### src/rtl/load_store_unit_if.sv
// Purpose : CPU-side request/response and memory-side bus for the load/store unit.
// Latency : n/a (signal bundle only).
// Backpressure: the CPU holds req_valid_i until done_o; the memory completes with mem_ack_i.
// Ports   : req_valid_i, mem_wr_en_i, funct3_i, addr_i, wr_data_i -> LSU (CPU request)
//           rd_data_o, done_o, err_o, stall_o                      <- LSU (CPU response)
//           mem_req_o, mem_we_o, mem_addr_o, mem_wdata_o, mem_be_o <- LSU (memory request)
//           mem_ack_i, mem_rdata_i                                 -> LSU (memory response)
interface load_store_unit_if;
  logic        req_valid_i;
  logic        mem_wr_en_i;
  logic [2:0]  funct3_i;
  logic [31:0] addr_i;
  logic [31:0] wr_data_i;
  logic [31:0] rd_data_o;
  logic        done_o;
  logic        err_o;
  logic        stall_o;
  logic        mem_req_o;
  logic        mem_we_o;
  logic [31:0] mem_addr_o;
  logic [31:0] mem_wdata_o;
  logic [3:0]  mem_be_o;
  logic        mem_ack_i;
  logic [31:0] mem_rdata_i;

  // LSU view
  modport slave (
    input  req_valid_i, mem_wr_en_i, funct3_i, addr_i, wr_data_i,
    input  mem_ack_i, mem_rdata_i,
    output rd_data_o, done_o, err_o, stall_o,
    output mem_req_o, mem_we_o, mem_addr_o, mem_wdata_o, mem_be_o
  );

  // CPU + memory view
  modport master (
    output req_valid_i, mem_wr_en_i, funct3_i, addr_i, wr_data_i,
    output mem_ack_i, mem_rdata_i,
    input  rd_data_o, done_o, err_o, stall_o,
    input  mem_req_o, mem_we_o, mem_addr_o, mem_wdata_o, mem_be_o
  );
endinterface

### src/rtl/load_store_unit.sv
// Purpose : RV32I load/store unit: lane enables, store replication, load extraction, timeout.
// Latency : 3 cycles accept->done_o with an immediate ack; 2 for rejected (illegal/misaligned) accesses.
// Backpressure: stall_o holds the pipeline until done_o; waits on mem_ack_i up to TIMEOUT_CYCLES.
// Ports   : clk_i, rst_n_i (sync, active-low); bus = load_store_unit_if.slave (CPU + memory sides).
module load_store_unit #(
  parameter int unsigned TIMEOUT_CYCLES = 64
) (
  input  logic             clk_i,
  input  logic             rst_n_i,
  load_store_unit_if.slave bus
);

  localparam logic [7:0] L_TIMEOUT = 8'(TIMEOUT_CYCLES);

  localparam logic [2:0] F_B  = 3'b000;
  localparam logic [2:0] F_H  = 3'b001;
  localparam logic [2:0] F_W  = 3'b010;
  localparam logic [2:0] F_BU = 3'b100;
  localparam logic [2:0] F_HU = 3'b101;

  typedef enum logic [1:0] {S_IDLE, S_REQ, S_RESP} state_t;

  state_t      r_state, w_state_nxt;
  logic        r_done, r_err, r_mem_req, r_mem_we;
  logic [31:0] r_rd_data, r_mem_addr, r_mem_wdata;
  logic [3:0]  r_mem_be;
  logic [2:0]  r_funct3;
  logic [1:0]  r_addr_lo;
  logic [7:0]  r_cnt;

  logic        w_bad, w_accept, w_reject, w_ack_done, w_timeout;
  logic [7:0]  w_cnt_inc;
  logic [3:0]  w_be;
  logic [31:0] w_wdata, w_load;
  logic [7:0]  w_byte;
  logic [15:0] w_half;

  // Request decode: illegal funct3 or misaligned halfword/word is rejected without a memory access.
  always_comb begin
    w_bad = 1'b0;
    case (bus.funct3_i)
      F_B, F_BU: w_bad = 1'b0;
      F_H, F_HU: w_bad = bus.addr_i[0];
      F_W:       w_bad = (bus.addr_i[1:0] != 2'b00);
      default:   w_bad = 1'b1;
    endcase
  end

  // Lane enables and store-data replication so every byte lane carries the right data.
  always_comb begin
    w_be    = 4'b1111;
    w_wdata = bus.wr_data_i;
    case (bus.funct3_i)
      F_B, F_BU: begin
        w_be    = 4'b0001 << bus.addr_i[1:0];
        w_wdata = {4{bus.wr_data_i[7:0]}};
      end
      F_H, F_HU: begin
        w_be    = 4'b0011 << {bus.addr_i[1], 1'b0};
        w_wdata = {2{bus.wr_data_i[15:0]}};
      end
      default: begin
        w_be    = 4'b1111;
        w_wdata = bus.wr_data_i;
      end
    endcase
  end

  // Load extraction uses the registered request fields since the CPU inputs may not be trusted mid-access.
  always_comb begin
    w_byte = bus.mem_rdata_i[7:0];
    case (r_addr_lo)
      2'd0:    w_byte = bus.mem_rdata_i[7:0];
      2'd1:    w_byte = bus.mem_rdata_i[15:8];
      2'd2:    w_byte = bus.mem_rdata_i[23:16];
      default: w_byte = bus.mem_rdata_i[31:24];
    endcase
    w_half = r_addr_lo[1] ? bus.mem_rdata_i[31:16] : bus.mem_rdata_i[15:0];
    case (r_funct3)
      F_B:     w_load = {{24{w_byte[7]}}, w_byte};
      F_H:     w_load = {{16{w_half[15]}}, w_half};
      F_BU:    w_load = {24'd0, w_byte};
      F_HU:    w_load = {16'd0, w_half};
      default: w_load = bus.mem_rdata_i;
    endcase
  end

  // Saturating wait counter increment.
  assign w_cnt_inc = (r_cnt == 8'hFF) ? r_cnt : r_cnt + 8'd1;

  always_ff @(posedge clk_i) begin
    if (!rst_n_i) r_state <= S_IDLE;
    else          r_state <= w_state_nxt;
  end

  always_comb begin
    w_state_nxt = r_state;
    w_accept    = 1'b0;
    w_reject    = 1'b0;
    w_ack_done  = 1'b0;
    w_timeout   = 1'b0;
    case (r_state)
      S_IDLE: begin
        if (bus.req_valid_i) begin
          w_accept    = ~w_bad;
          w_reject    = w_bad;
          w_state_nxt = w_bad ? S_RESP : S_REQ;
        end
      end
      S_REQ: begin
        // An ack wins over a timeout landing in the same cycle.
        if (bus.mem_ack_i) begin
          w_ack_done  = 1'b1;
          w_state_nxt = S_RESP;
        end else if (w_cnt_inc >= L_TIMEOUT) begin
          w_timeout   = 1'b1;
          w_state_nxt = S_RESP;
        end
      end
      default: w_state_nxt = S_IDLE;
    endcase
  end

  always_ff @(posedge clk_i) begin
    if (!rst_n_i) begin
      r_done      <= 1'b0;
      r_err       <= 1'b0;
      r_mem_req   <= 1'b0;
      r_mem_we    <= 1'b0;
      r_rd_data   <= 32'd0;
      r_mem_addr  <= 32'd0;
      r_mem_wdata <= 32'd0;
      r_mem_be    <= 4'd0;
      r_funct3    <= 3'd0;
      r_addr_lo   <= 2'd0;
      r_cnt       <= 8'd0;
    end else begin
      // done/err are single-cycle pulses
      r_done <= 1'b0;
      r_err  <= 1'b0;
      if (w_accept) begin
        r_mem_req   <= 1'b1;
        r_mem_we    <= bus.mem_wr_en_i;
        r_mem_addr  <= {bus.addr_i[31:2], 2'b00};
        r_mem_wdata <= w_wdata;
        r_mem_be    <= w_be;
        r_funct3    <= bus.funct3_i;
        r_addr_lo   <= bus.addr_i[1:0];
        r_cnt       <= 8'd0;
      end
      if (w_reject || w_timeout) begin
        r_done    <= 1'b1;
        r_err     <= 1'b1;
        r_rd_data <= 32'd0;
      end
      if (w_ack_done) begin
        r_done <= 1'b1;
        if (!r_mem_we) r_rd_data <= w_load;
      end
      if (w_ack_done || w_timeout) begin
        r_mem_req <= 1'b0;
        r_mem_we  <= 1'b0;
      end else if (r_state == S_REQ) begin
        r_cnt <= w_cnt_inc;
      end
    end
  end

  assign bus.rd_data_o   = r_rd_data;
  assign bus.done_o      = r_done;
  assign bus.err_o       = r_err;
  assign bus.stall_o     = bus.req_valid_i & ~r_done;
  assign bus.mem_req_o   = r_mem_req;
  assign bus.mem_we_o    = r_mem_we;
  assign bus.mem_addr_o  = r_mem_addr;
  assign bus.mem_wdata_o = r_mem_wdata;
  assign bus.mem_be_o    = r_mem_be;

endmodule

### src/flat_wrapper.sv
// flat-port wrapper written by rule: the top's interface ports become plain ports
module load_store_unit_flat 
#(
  parameter int unsigned TIMEOUT_CYCLES = 64
)
  (clk_i, rst_n_i, bus_req_valid_i, bus_mem_wr_en_i, bus_funct3_i, bus_addr_i, bus_wr_data_i, bus_mem_ack_i, bus_mem_rdata_i, bus_rd_data_o, bus_done_o, bus_err_o, bus_stall_o, bus_mem_req_o, bus_mem_we_o, bus_mem_addr_o, bus_mem_wdata_o, bus_mem_be_o);
  load_store_unit_if bus_i ();
  input  logic clk_i;
  input  logic rst_n_i;
  input wire logic [$bits(bus_i.req_valid_i)-1:0] bus_req_valid_i;
  input wire logic [$bits(bus_i.mem_wr_en_i)-1:0] bus_mem_wr_en_i;
  input wire logic [$bits(bus_i.funct3_i)-1:0] bus_funct3_i;
  input wire logic [$bits(bus_i.addr_i)-1:0] bus_addr_i;
  input wire logic [$bits(bus_i.wr_data_i)-1:0] bus_wr_data_i;
  input wire logic [$bits(bus_i.mem_ack_i)-1:0] bus_mem_ack_i;
  input wire logic [$bits(bus_i.mem_rdata_i)-1:0] bus_mem_rdata_i;
  output wire logic [$bits(bus_i.rd_data_o)-1:0] bus_rd_data_o;
  output wire logic [$bits(bus_i.done_o)-1:0] bus_done_o;
  output wire logic [$bits(bus_i.err_o)-1:0] bus_err_o;
  output wire logic [$bits(bus_i.stall_o)-1:0] bus_stall_o;
  output wire logic [$bits(bus_i.mem_req_o)-1:0] bus_mem_req_o;
  output wire logic [$bits(bus_i.mem_we_o)-1:0] bus_mem_we_o;
  output wire logic [$bits(bus_i.mem_addr_o)-1:0] bus_mem_addr_o;
  output wire logic [$bits(bus_i.mem_wdata_o)-1:0] bus_mem_wdata_o;
  output wire logic [$bits(bus_i.mem_be_o)-1:0] bus_mem_be_o;
  assign bus_i.req_valid_i = bus_req_valid_i;
  assign bus_i.mem_wr_en_i = bus_mem_wr_en_i;
  assign bus_i.funct3_i = bus_funct3_i;
  assign bus_i.addr_i = bus_addr_i;
  assign bus_i.wr_data_i = bus_wr_data_i;
  assign bus_i.mem_ack_i = bus_mem_ack_i;
  assign bus_i.mem_rdata_i = bus_mem_rdata_i;
  assign bus_rd_data_o = bus_i.rd_data_o;
  assign bus_done_o = bus_i.done_o;
  assign bus_err_o = bus_i.err_o;
  assign bus_stall_o = bus_i.stall_o;
  assign bus_mem_req_o = bus_i.mem_req_o;
  assign bus_mem_we_o = bus_i.mem_we_o;
  assign bus_mem_addr_o = bus_i.mem_addr_o;
  assign bus_mem_wdata_o = bus_i.mem_wdata_o;
  assign bus_mem_be_o = bus_i.mem_be_o;
  load_store_unit #(.TIMEOUT_CYCLES(TIMEOUT_CYCLES)) u_core (.clk_i(clk_i), .rst_n_i(rst_n_i), .bus(bus_i));
endmodule
### config.mk
export PLATFORM = sky130hd
export DESIGN_NAME = load_store_unit_flat
export DESIGN_NICKNAME = d
export VERILOG_FILES = /design/src/rtl/load_store_unit_if.sv /design/src/rtl/load_store_unit.sv /design/src/flat_wrapper.sv
export SDC_FILE = /design/constraint.sdc
export NUM_CORES = 1
export LEC_CHECK = 0
export ABC_AREA = 1
export ABC_CLOCK_PERIOD_IN_PS = 2500
export BUFFER_PORTS_ARGS = -buffer_cell sky130_fd_sc_hd__buf_2
export CORE_MARGIN = 5
export CORE_UTILIZATION = 40
export CTS_CLUSTER_DIAMETER = 30
export DETAILED_ROUTE_END_ITERATION = 8
export MAX_ROUTING_LAYER = met4
export PLACE_DENSITY = 0.77
export RECOVER_POWER = 100
export SLEW_MARGIN = 10
export SYNTH_ARGS = -nofsm -noshare
export SYNTH_HDL_FRONTEND = slang
export SYNTH_SLANG_ARGS = --single-unit
### constraint.sdc
create_clock -name clk_i -period 2.5 [get_ports clk_i]
set_clock_uncertainty 0.1 [all_clocks]
set_input_delay 0.5 -clock clk_i [delete_from_list [all_inputs] [get_ports clk_i]]
set_output_delay 0.5 -clock clk_i [all_outputs]
set_load 0.02 [all_outputs]
==> impl_results.md <==
* First-pass GRT wire length at 26.6 mm
* CP required at approximately 2.7 ns
* Distinct cell type count of the synthesized netlist at 32
* Die height at 126 µm
* Hold Crit Start: bus_wr_data_i[20]
* Post-synthesis instance total at just under 800
* Status: completed
* Post-synth EDFFs at 0
* Sum of overflow across all layers after global routing at 0
* Count of placed standard cells including taps at around 1100
* Worst-path cell chain: nor3_1, nand2_4, inv_1, clkbuf_2, nor2_1, nor3_1
* Crit-path max FO at 21
* Total detailed-routing wirelength at 17.0 mm
* Effective utilization at floorplan at 40.7%
* Fraction of final layout cells with drive strength greater than 1 at between 15 and 20%
* Wire length per cell at 14.7 µm
* Worst min-delay path category: in2reg
* Share of the clock period used by the worst path at slightly below 90%
* Post-route worst hold slack at 0.199 ns
* Number of flip-flops and latches in the synthesized netlist at 117
* Worst reg2reg setup slack at 0.33 ns
* Post-CTS Hold Buffers at 0
* Critical R2R Capture: u_core.bus.mem_req_o
* Arrival time at the worst endpoint at about 2.4 ns
* Count of endpoints failing hold in the final timing report at 0
* Fmax at 460 MHz
* Top-Level Pins at about 210
* Power density over the cells at 746 mW/mm²
* Ranking of synthesized cells by area: sky130_fd_sc_hd__dfxtp_1, sky130_fd_sc_hd__nand2_1, sky130_fd_sc_hd__o21ai_0, sky130_fd_sc_hd__a21oi_1, sky130_fd_sc_hd__nand3_1
* Core utilization of the finished layout at 52.4%
* Worst VDD drop at about 0.46 mV
* Most common cell on crit path: sky130_fd_sc_hd__nor3_1
* Highest-delay cell along the critical path: sky130_fd_sc_hd__nor3_1
* Maximum count of clock buffers along a single path at 2
* Share of synthesized registers carrying an async set or reset at 0%
* Area enclosed by the die boundary at 0.0158 mm²
* Total global-route track usage at 21.2%
* Crit path launch type: register
* Fin. max-slew vios at 0
* CTS Buf Count at 17
* Largest net degree at the start of global routing at 45
* Vias per cell at 5.13
* Synthesis warning total at 0
* Portion of synthesized cell area occupied by the leading cell type at 43.7%
* H-tree lvl count at 4
* Most used flip-flop cell after synthesis: sky130_fd_sc_hd__dfxtp_1
* Final setup vio count at 0
* CP max stage delay at 0.53 ns
* Total number of vias at 5917
* Standard-cell row count at 42
* Remaining max-slew budget at the tightest pin at between 50% and 60%
* Layout Nets at between 1000 and 1500
* Top cell type by total area after synthesis: sky130_fd_sc_hd__dfxtp_1
* CTS tree: yes
* Post-detailed-route count of antenna-violating nets at 0
* Leakage power summed over all cells at between 3 and 4 nW
* Startpoint of the most critical register-to-register path: u_core.r_state[0]
* Portion of the post-synthesis area used by sequential elements at 43.7%
* Insertion delay to the later sink of the worst-skew pair at 0.42 ns
* Relative area change from synthesis to final layout at 28.9%
* Core region area at 0.0132 mm²
* Minimum period implied by the final worst setup slack at 2.17 ns
* Logic depth of the worst register-to-register path at 6
* CP Depth at 6
* Die W at 126 µm
* RSZ-0062 raised after global routing: no
* Worst Hold Endpoint: u_core.bus.mem_wdata_o[20]
* CTS sink cnt at 117
* Leading cell types in the layout, fill and taps excluded: sky130_fd_sc_hd__nand2_1, sky130_fd_sc_hd__dfxtp_1, sky130_fd_sc_hd__clkbuf_1
* Drt first-iter violations at 416
* Worst hold path stage count at 3
* Post-cts gate resize count at 0
* Via count of the first global-routing pass at 5350
* Number of buffers and inverters on the critical path at 2
* Buffers on Ports at 206
* Final RePlAce weighted congestion at between 0.9 and 1
* Final-layout fill cell count at 1387
* Cell at the root of the clock tree: sky130_fd_sc_hd__clkbuf_16
* Crit path capture type: register
* Critical path class: reg2reg
* Actual slew at the worst max-slew pin at just over 0.6 ns
* Total Neg Setup Slack at 0 ns
* Most common cell after layout, fill and taps aside: sky130_fd_sc_hd__nand2_1
* Post-CTS setup buffers at 0
* Final cell area excluding filler cells at 0.00692 mm²
* Number of iterations in the first detailed-routing pass at 5
* Initial antenna violation count at 0
* Placement Cell Area at between 0.006 and 0.007 mm²
* HPWL reported at the end of detailed placement at about 12 mm
* DRC violations left at 0
* Clock slew at the register clock pins of the worst setup and hold paths at about 0.05 ns
* Post-synthesis cell area at 0.00537 mm²
* Non-filler instance count after layout at 1154
* Mean cell area of the mapped netlist at 6.89 µm²
* Number of max-capacitance violations reported at 0
* Cell family with most CP delay: simple AND/OR/NAND/NOR gates
* Count of inserted antenna diode cells at 0
worst register-to-register path, cell delays in order (launching register included):
cell                       delay [ns]
sky130_fd_sc_hd__dfxtp_1         0.32
sky130_fd_sc_hd__nor3_1          0.53
sky130_fd_sc_hd__nand2_4         0.11
sky130_fd_sc_hd__inv_1           0.33
sky130_fd_sc_hd__clkbuf_2        0.46
sky130_fd_sc_hd__nor2_1          0.08
sky130_fd_sc_hd__nor3_1          0.16
area by class of cell:
cell class	count	area [µm²]	share of cell area, %
clock buffer	20	457	6.60
clock inverter	11	133	1.92
inverter	57	214	3.09
multi-input combinational	552	2510	36.4
sequential	117	2340	33.9
tap	176	220	3.18
timing repair buffer	221	1030	15.0
report_power, final:
| part | total, mW | internal (mW) | switching, mW |
|---|---|---|---|
| sequential | 2.02 | 1.97 | 0.0565 |
| clock | 2.43 | 1.60 | 0.835 |
| combinational | 0.708 | 0.221 | 0.487 |
| total | 5.16 | 3.78 | 1.38 |
registers in the layout, indices dropped and copies added, names as in the netlist:
| signal | flops |
|---|---|
| u_core.bus.mem_req_o | 1 |
| u_core.r_funct3 | 3 |
| u_core.bus.done_o | 1 |
| u_core.bus.mem_wdata_o | 32 |
| u_core.bus.mem_we_o | 1 |
| u_core.bus.mem_addr_o | 30 |
| u_core.bus.err_o | 1 |
| u_core.r_cnt | 8 |
| u_core.bus.rd_data_o | 32 |
| u_core.r_state | 2 |
| u_core.bus.mem_be_o | 4 |
| u_core.r_addr_lo | 2 |
logic make-up (layout without fill, tap and decap cells):
group	after synthesis	after routing	share of synthesized area, %
adders and majority gates	1	1	0.233
and+or+nand+nor	373	373	29.6
other	1	2	0.0699
DFF	117	117	43.7
buffers and inverters	111	309	9.35
AOI/OAI and AO/OA	176	176	17.1
routing by layer:
| metal | share of wire, % | GRT usage [%] | vias up |
|---|---|---|---|
| li1 | - | - | 2938 |
| met1 | 44 | 28.0 | 2670 |
| met2 | 45 | 31.2 | 286 |
| met3 | 9.8 | 6.01 | 23 |
| met4 | 1.6 | 7.13 | 0 |
| met5 | 0 | - | - |
through the flow:
stage,setup WS [ns],total power [mW]
2_1_floorplan,0.822,2.51
3_3_place_gp,0.417,2.78
5_1_grt,0.148,5.38
6_report,0.327,5.16
4_1_cts,0.487,5.23
3_5_place_dp,0.337,2.79
worst max path at each step:
stage	slack, ns	endpoint	startpoint
after floorplan	0.82	u_core.bus.mem_addr_o[10]	bus_funct3_i[0]
after global placement	0.42	u_core.bus.mem_wdata_o[23]	bus_funct3_i[1]
after detailed placement	0.34	u_core.bus.mem_wdata_o[19]	bus_funct3_i[1]
after CTS	0.49	u_core.bus.rd_data_o[30]	u_core.r_addr_lo[1]
after global routing	0.15	u_core.bus.mem_req_o	u_core.r_state[0]
final	0.33	u_core.bus.mem_req_o	u_core.r_state[0]
cells in the mapped netlist, types with 7 or more instances:
library cell and count:
sky130_fd_sc_hd__inv_1 49, sky130_fd_sc_hd__clkbuf_1 23, sky130_fd_sc_hd__nor2_1 85, sky130_fd_sc_hd__nand2_1 183, sky130_fd_sc_hd__buf_2 16, sky130_fd_sc_hd__o21ai_0 80, sky130_fd_sc_hd__buf_4 12, sky130_fd_sc_hd__a31oi_1 11
sky130_fd_sc_hd__nand4_1 19, sky130_fd_sc_hd__a21oi_1 75, sky130_fd_sc_hd__inv_2 7, sky130_fd_sc_hd__nand3_1 73, sky130_fd_sc_hd__dfxtp_1 117
(Power assumes the default switching activity.)
